[src/rtl/btb_update_ctrl.sv]
// Write-side controller for the 512-entry BTB: queues resolved branches and
// read-modify-writes their entries with S/V hysteresis, plus a full-array clear sweep.
module btb_update_ctrl #(
  parameter int FIFO_DEPTH = 4,
  parameter int IDX_W      = 9,
  parameter int TAG_W      = 7
) (
  input  logic             clk,
  input  logic             rst_n,
  input  logic             res_valid,
  input  logic [15:0]      res_pc,
  input  logic             res_taken,
  input  logic [15:0]      res_target,
  output logic             res_ready,
  input  logic             clr_req,
  output logic             clr_busy,
  output logic             mem_rd_en,
  output logic [IDX_W-1:0] mem_rd_idx,
  input  logic [25:0]      mem_rd_data,
  output logic             mem_wr_en,
  output logic [IDX_W-1:0] mem_wr_idx,
  output logic [25:0]      mem_wr_data
);

  localparam int PW   = $clog2(FIFO_DEPTH);
  localparam int TAGH = TAG_W + 17;  // top tag bit; bits above it are always zero

  typedef struct packed {
    logic [15:0] pc;
    logic        taken;
    logic [15:0] tgt;
  } res_t;

  typedef enum logic [2:0] {S_IDLE, S_RD, S_CMP, S_WR, S_CLEAR} state_t;

  state_t            r_state, w_next;
  res_t              r_fifo [FIFO_DEPTH];
  logic [PW-1:0]     r_wp, r_rp;
  logic [PW:0]       r_cnt;
  res_t              r_work;
  logic [IDX_W-1:0]  r_wr_idx;
  logic [25:0]       r_wr_data;
  logic [IDX_W-1:0]  r_clr_cnt;
  logic              r_clr_pend;

  logic              w_full, w_empty, w_push, w_pop;
  res_t              w_in;
  logic [TAG_W-1:0]  w_tag;
  logic              w_hit, w_do_wr;
  logic [25:0]       w_new;

  assign w_full  = (r_cnt == (PW+1)'(FIFO_DEPTH));
  assign w_empty = (r_cnt == '0);
  assign w_push  = res_valid && res_ready;
  assign w_pop   = (r_state == S_IDLE) && !r_clr_pend && !w_empty;
  assign w_in    = '{pc: res_pc, taken: res_taken, tgt: res_target};

  // ---------------- resolved-branch FIFO ----------------
  always_ff @(posedge clk) begin
    if (w_push) r_fifo[r_wp] <= w_in;
  end

  always_ff @(posedge clk or negedge rst_n) begin
    if (!rst_n) begin
      r_wp  <= '0;
      r_rp  <= '0;
      r_cnt <= '0;
    end else begin
      if (w_push) r_wp <= r_wp + 1'b1;
      if (w_pop)  r_rp <= r_rp + 1'b1;
      case ({w_push, w_pop})
        2'b10:   r_cnt <= r_cnt + 1'b1;
        2'b01:   r_cnt <= r_cnt - 1'b1;
        default: r_cnt <= r_cnt;
      endcase
    end
  end

  // ---------------- entry update policy ----------------
  always_comb begin
    w_tag = r_work.pc[15:IDX_W];
    w_hit = mem_rd_data[16] && (mem_rd_data[TAGH:18] == w_tag);
    w_new = '0;
    w_new[TAGH:0] = mem_rd_data[TAGH:0];
    if (w_hit) begin
      if (r_work.taken) begin
        if (mem_rd_data[15:0] == r_work.tgt) w_new[17] = 1'b1;
        else if (mem_rd_data[17])            w_new[17] = 1'b0;
        else                                 w_new[15:0] = r_work.tgt;
      end else begin
        if (mem_rd_data[17]) w_new[17] = 1'b0;
        else                 w_new[16] = 1'b0;
      end
    end else if (r_work.taken) begin
      w_new            = '0;
      w_new[TAGH:18]   = w_tag;
      w_new[16]        = 1'b1;
      w_new[15:0]      = r_work.tgt;
    end
    w_do_wr = (w_hit || r_work.taken) && (w_new != mem_rd_data);
  end

  // ---------------- FSM ----------------
  always_ff @(posedge clk or negedge rst_n) begin
    if (!rst_n) r_state <= S_IDLE;
    else        r_state <= w_next;
  end

  always_comb begin
    w_next = r_state;
    case (r_state)
      S_IDLE:  if (r_clr_pend) w_next = S_CLEAR;
               else if (!w_empty) w_next = S_RD;
      S_RD:    w_next = S_CMP;
      S_CMP:   w_next = w_do_wr ? S_WR : S_IDLE;
      S_WR:    w_next = S_IDLE;
      S_CLEAR: if (r_clr_cnt == '1) w_next = S_IDLE;
      default: w_next = S_IDLE;
    endcase
  end

  always_comb begin
    clr_busy    = r_clr_pend || (r_state == S_CLEAR);
    res_ready   = !w_full && !clr_busy;
    mem_rd_en   = 1'b0;
    mem_rd_idx  = '0;
    mem_wr_en   = 1'b0;
    mem_wr_idx  = '0;
    mem_wr_data = '0;
    case (r_state)
      S_RD: begin
        mem_rd_en  = 1'b1;
        mem_rd_idx = r_work.pc[IDX_W-1:0];
      end
      S_WR: begin
        mem_wr_en   = 1'b1;
        mem_wr_idx  = r_wr_idx;
        mem_wr_data = r_wr_data;
      end
      S_CLEAR: begin
        mem_wr_en  = 1'b1;
        mem_wr_idx = r_clr_cnt;
      end
      default: ;
    endcase
  end

  // ---------------- datapath registers ----------------
  always_ff @(posedge clk or negedge rst_n) begin
    if (!rst_n) begin
      r_work     <= '0;
      r_wr_idx   <= '0;
      r_wr_data  <= '0;
      r_clr_cnt  <= '0;
      r_clr_pend <= 1'b0;
    end else begin
      if (w_pop) r_work <= r_fifo[r_rp];
      if (r_state == S_CMP && w_do_wr) begin
        r_wr_idx  <= r_work.pc[IDX_W-1:0];
        r_wr_data <= w_new;
      end
      if (r_state == S_CLEAR) r_clr_cnt <= r_clr_cnt + 1'b1;
      // The pending flag hands over to the CLEAR state; requests during the sweep are dropped.
      if (r_state == S_IDLE && r_clr_pend)           r_clr_pend <= 1'b0;
      else if (clr_req && r_state != S_CLEAR)        r_clr_pend <= 1'b1;
    end
  end

endmodule

[config.mk]
export PLATFORM = sky130hd
export DESIGN_NAME = btb_update_ctrl
export DESIGN_NICKNAME = d
export VERILOG_FILES = /design/src/rtl/btb_update_ctrl.sv
export SDC_FILE = /design/constraint.sdc
export NUM_CORES = 1
export LEC_CHECK = 0
export BUFFER_PORTS_ARGS = -buffer_cell sky130_fd_sc_hd__buf_2
export CELL_PAD_IN_SITES_DETAIL_PLACEMENT = 1
export CELL_PAD_IN_SITES_GLOBAL_PLACEMENT = 1
export CORE_MARGIN = 4
export CORE_UTILIZATION = 49
export DETAILED_ROUTE_END_ITERATION = 8
export MAX_ROUTING_LAYER = met4
export PLACE_DENSITY = 0.77
export SETUP_SLACK_MARGIN = 0.4
export SYNTH_ARGS = -nofsm -noshare
export SYNTH_HDL_FRONTEND = slang
export SYNTH_SLANG_ARGS = --single-unit
[constraint.sdc]
create_clock -name clk -period 3.55 [get_ports clk]
set_input_delay 0.355 -clock clk [delete_from_list [all_inputs] [get_ports clk]]
set_output_delay 0.355 -clock clk [all_outputs]
set_load 0.1 [all_outputs]
==> key figures <==
Outcome
  • Status: completed

Critical path
  • Worst path buffer plus inverter count: 1
  • Endpoint of the worst register-to-register path: r_wr_data[9]
  • Worst-path cell chain: nor3b_1 > and2_1 > buf_2
  • Number of cells on the critical path: 3
  • Maximum fanout encountered on the critical timing path: 11
  • Capturing element of the worst setup path: mem_rd_idx[0]
  • Crit path max-delay family: simple AND/OR/NAND/NOR gates
  • Launching element type of the critical path: flip-flop
  • Crit. End Element: output pin
  • Largest stage delay, worst path: 0.81 ns
  • Category of the most critical setup path: flip-flop to output pin
  • Crit path DAT: 2.43 ns
  • Highest-delay cell along the critical path: sky130_fd_sc_hd__nor3b_1
  • Required time worst endpoint: 3.19 ns
  • Start point of the critical path: r_state[2]
  • R2R Path Start: r_work[28]
  • Worst reg2reg setup slack: 0.78 ns
  • Reg2reg path depth: 8

Layout
  • Most common cell after layout, fill and taps aside: sky130_fd_sc_hd__edfxtp_1
  • Growth of design area from synthesis to finish: 18.1%
  • Commonest non-fill, non-tap cells in the layout: 132 x sky130_fd_sc_hd__edfxtp_1, 108 x sky130_fd_sc_hd__buf_2, 85 x sky130_fd_sc_hd__dfrtp_1, 64 x sky130_fd_sc_hd__mux2_2, 36 x sky130_fd_sc_hd__and2_1
  • Layout filler cell count: 1703
  • Post-layout nets: 726
  • Final core area utilization: 58.9%
  • Share of cells above drive strength 1: 44.4%
  • Final instance count without filler cells: 910

Die
  • Die Height: 146 um
  • Io pins: 111
  • Die area: 0.0213 mm^2
  • Effective utilization at floorplan: 49.9%
  • Chip Width: 146 um
  • Core area: 0.0187 mm^2
  • # rows: 50

Logic synthesis
  • Part of the Yosys area used for sequential elements: 65.8%
  • Mean instance size in the synthesized netlist: 17.6 um^2
  • Cells after Synth: 529
  • Combined area of all synthesized cells: 0.00933 mm^2
  • YS warnings: 0
  • Number of enable flip-flop cells after synthesis: 132
  • Net count after synthesis: 600
  • Synth cell types: 45
  • Commonest register cell after synthesis: sky130_fd_sc_hd__edfxtp_1
  • Async S/R FF share, synth: 39.7%
  • Count of state elements after synthesis: 219

Timing
  • Max-slew headroom: 33.1%
  • Final critical-path share of the clock period: 78.6%
  • RSZ-0062 raised after global routing: no
  • Post-layout min period: 2.79 ns
  • Transition time at the pin with the least slew margin: 1.00 ns
  • Setup total negative slack: 0 ns
  • Maximum clock skew at final layout: 0.0171 ns
  • Max Fclk: 359 MHz
  • Setup Viol. Count Final: 0
  • Final hold violations: 0
  • Max-slew violation count: 0

GRT
  • Busiest metal layer after global routing: met2
  • Fraction of met3 tracks used by global routing: 3.77%
  • Maximum number of pins on one net before global-route repair: 80
  • Met1 Track Usage GR: 27.2%
  • Number of antenna violations at the first check in global routing: 3
  • Global-route wire length before repair: 31800 um
  • GRT overflow: 0
  • Via count of the first global-routing pass: 5515
  • Gr usage total: 19.4%
  • Global-route track usage on met2: 30.0%

Placement
  • Placer's final routability congestion estimate: 0.776
  • Estimated wirelength of the detail-placed design: 14000 um
  • Total of buffers placed on input and output ports: 109
  • Number of cells after detailed placement: 862

Min path
  • Type of the worst min-delay path: input pin to asynchronous set/reset pin

Power and ir drop
  • IR Drop Worst-Case VDD: 0.000437 V
  • Static leakage: 0.00436 uW
  • Total power density per cell area: 863 mW/mm^2

Detailed routing
  • Routed WL per cell: 21.4 um
  • Iteration-0 DRC count of the detailed router: 250
  • Pre-Repair DR Iteration Count: 4
  • Antenna viol nets, final: 0
  • Total length of routed wires: 19500 um
  • Number of design rule violations left after detail routing: 0
  • Via count normalized by instance count: 5.42
  • Vias post-DR: 4933

Job
  • Number of maximum-capacitance constraint violations: 0

Clocking
  • Bufs on Longest Clock Path: 3
  • H-tree levels: 1
  • Hold bufs inserted after CTS: 0
  • Clock tree from TritonCTS: done
  • Clock Pin Slew Worst Setup and Hold Paths: 0.06 ns
  • TritonCTS buffer count: 25
  • Count of cells resized by post-cts repair: 0
  • CTS Root Buffer Type: sky130_fd_sc_hd__clkbuf_16
  • Clock network latency to the later pin of the worst-skew pair: 0.51 ns
  • CTS sink cnt: 219
  • Number of buffers added for setup after CTS: 0
-- synth_stat cells, types with 2 or more instances --
cell,instances,area share (%)
sky130_fd_sc_hd__ha_1,7,0.94
sky130_fd_sc_hd__and3_1,7,0.47
sky130_fd_sc_hd__a22o_1,9,0.85
sky130_fd_sc_hd__mux2_2,64,7.7
sky130_fd_sc_hd__edfxtp_1,132,42
sky130_fd_sc_hd__or2_2,4,0.27
sky130_fd_sc_hd__nor4_4,2,0.46
sky130_fd_sc_hd__o21ai_0,4,0.21
sky130_fd_sc_hd__buf_6,3,0.36
sky130_fd_sc_hd__and2_1,36,2.4
sky130_fd_sc_hd__xor2_1,8,0.75
sky130_fd_sc_hd__mux2_4,27,4.3
sky130_fd_sc_hd__nand2_1,9,0.36
sky130_fd_sc_hd__nand4_1,4,0.27
sky130_fd_sc_hd__clkbuf_1,17,0.68
sky130_fd_sc_hd__o21bai_1,2,0.16
sky130_fd_sc_hd__nand4_2,2,0.27
sky130_fd_sc_hd__nor2_1,8,0.32
sky130_fd_sc_hd__xnor2_1,29,2.7
sky130_fd_sc_hd__buf_1,3,0.12
sky130_fd_sc_hd__mux4_2,33,8.0
sky130_fd_sc_hd__dfrtp_1,87,23
sky130_fd_sc_hd__inv_1,7,0.28
sky130_fd_sc_hd__nand3_1,4,0.21
-- how the worst min path moves through the flow --
stage	endpoint	slack [ns]
2_1_floorplan	r_clr_cnt[0]	0.06
3_3_place_gp	r_wr_data[16]	0.48
3_5_place_dp	r_clr_cnt[7]	0.49
4_1_cts	r_fifo[0][30]	0.04
5_1_grt	r_fifo[3][15]	0.05
6_report	r_clr_cnt[2]	0.002
-- kinds of logic after synthesis --
logic type	synth area share (%)
buffers and inverters	1.58
adder cells (fa/ha/maj)	1.26
AND/OR/NAND/NOR	5.47
flip-flops	65.8
AO/OA/AOI/OAI	2.19
XOR/XNOR	3.47
other	0.0402
multiplexers	20.1
-- cell type report --
| class | instances | area, um^2 | area share (%) |
|---|---|---|---|
| repair buffers | 124 | 673 | 6.11 |
| clock inverters | 11 | 133 | 1.20 |
| well taps | 234 | 293 | 2.66 |
| diodes | 3 | 7.51 | 0.0682 |
| flip-flops and latches | 219 | 6140 | 55.8 |
| multi-input cells | 278 | 3070 | 27.9 |
| clock buffers | 34 | 669 | 6.08 |
| inverters | 7 | 26.3 | 0.239 |
-- stage by stage --
stage	hold slack (ns)	instance area (um^2)	worst slack (ns)	power [uW]
after detailed placement	0.495	10200	0.747	7080
after global placement	0.481	10200	0.809	6920
after CTS	0.0434	11000	0.726	9620
after floorplan	0.0594	9350	0.521	6250
after global routing	0.0463	11000	0.508	10000
final	0.00195	11000	0.761	9500
-- routing by layer --
metal | vias to the layer above | wire [um]
met5 | - | 0
met4 | 0 | 293
met3 | 23 | 1010
met2 | 120 | 9260
met1 | 2523 | 8950
li1 | 2267 | -
-- sequential cells by signal, summed over array words and instances, names as in the netlist --
| register | count |
|---|---|
| r_wr_data | 25 |
| r_clr_pend | 1 |
| r_rp | 2 |
| r_cnt | 3 |
| r_clr_cnt | 9 |
| r_wr_idx | 9 |
| r_state | 3 |
| r_fifo | 132 |
| r_wp | 2 |
| r_work | 33 |
-- report_power, final --
part / switching (uW) / total (uW) / internal (uW)
Sequential: 589 / 3930 / 3340
Combinational: 1650 / 3070 / 1430
Clock: 963 / 2500 / 1530
No activity file was read; power rests on OpenSTA's default activity.
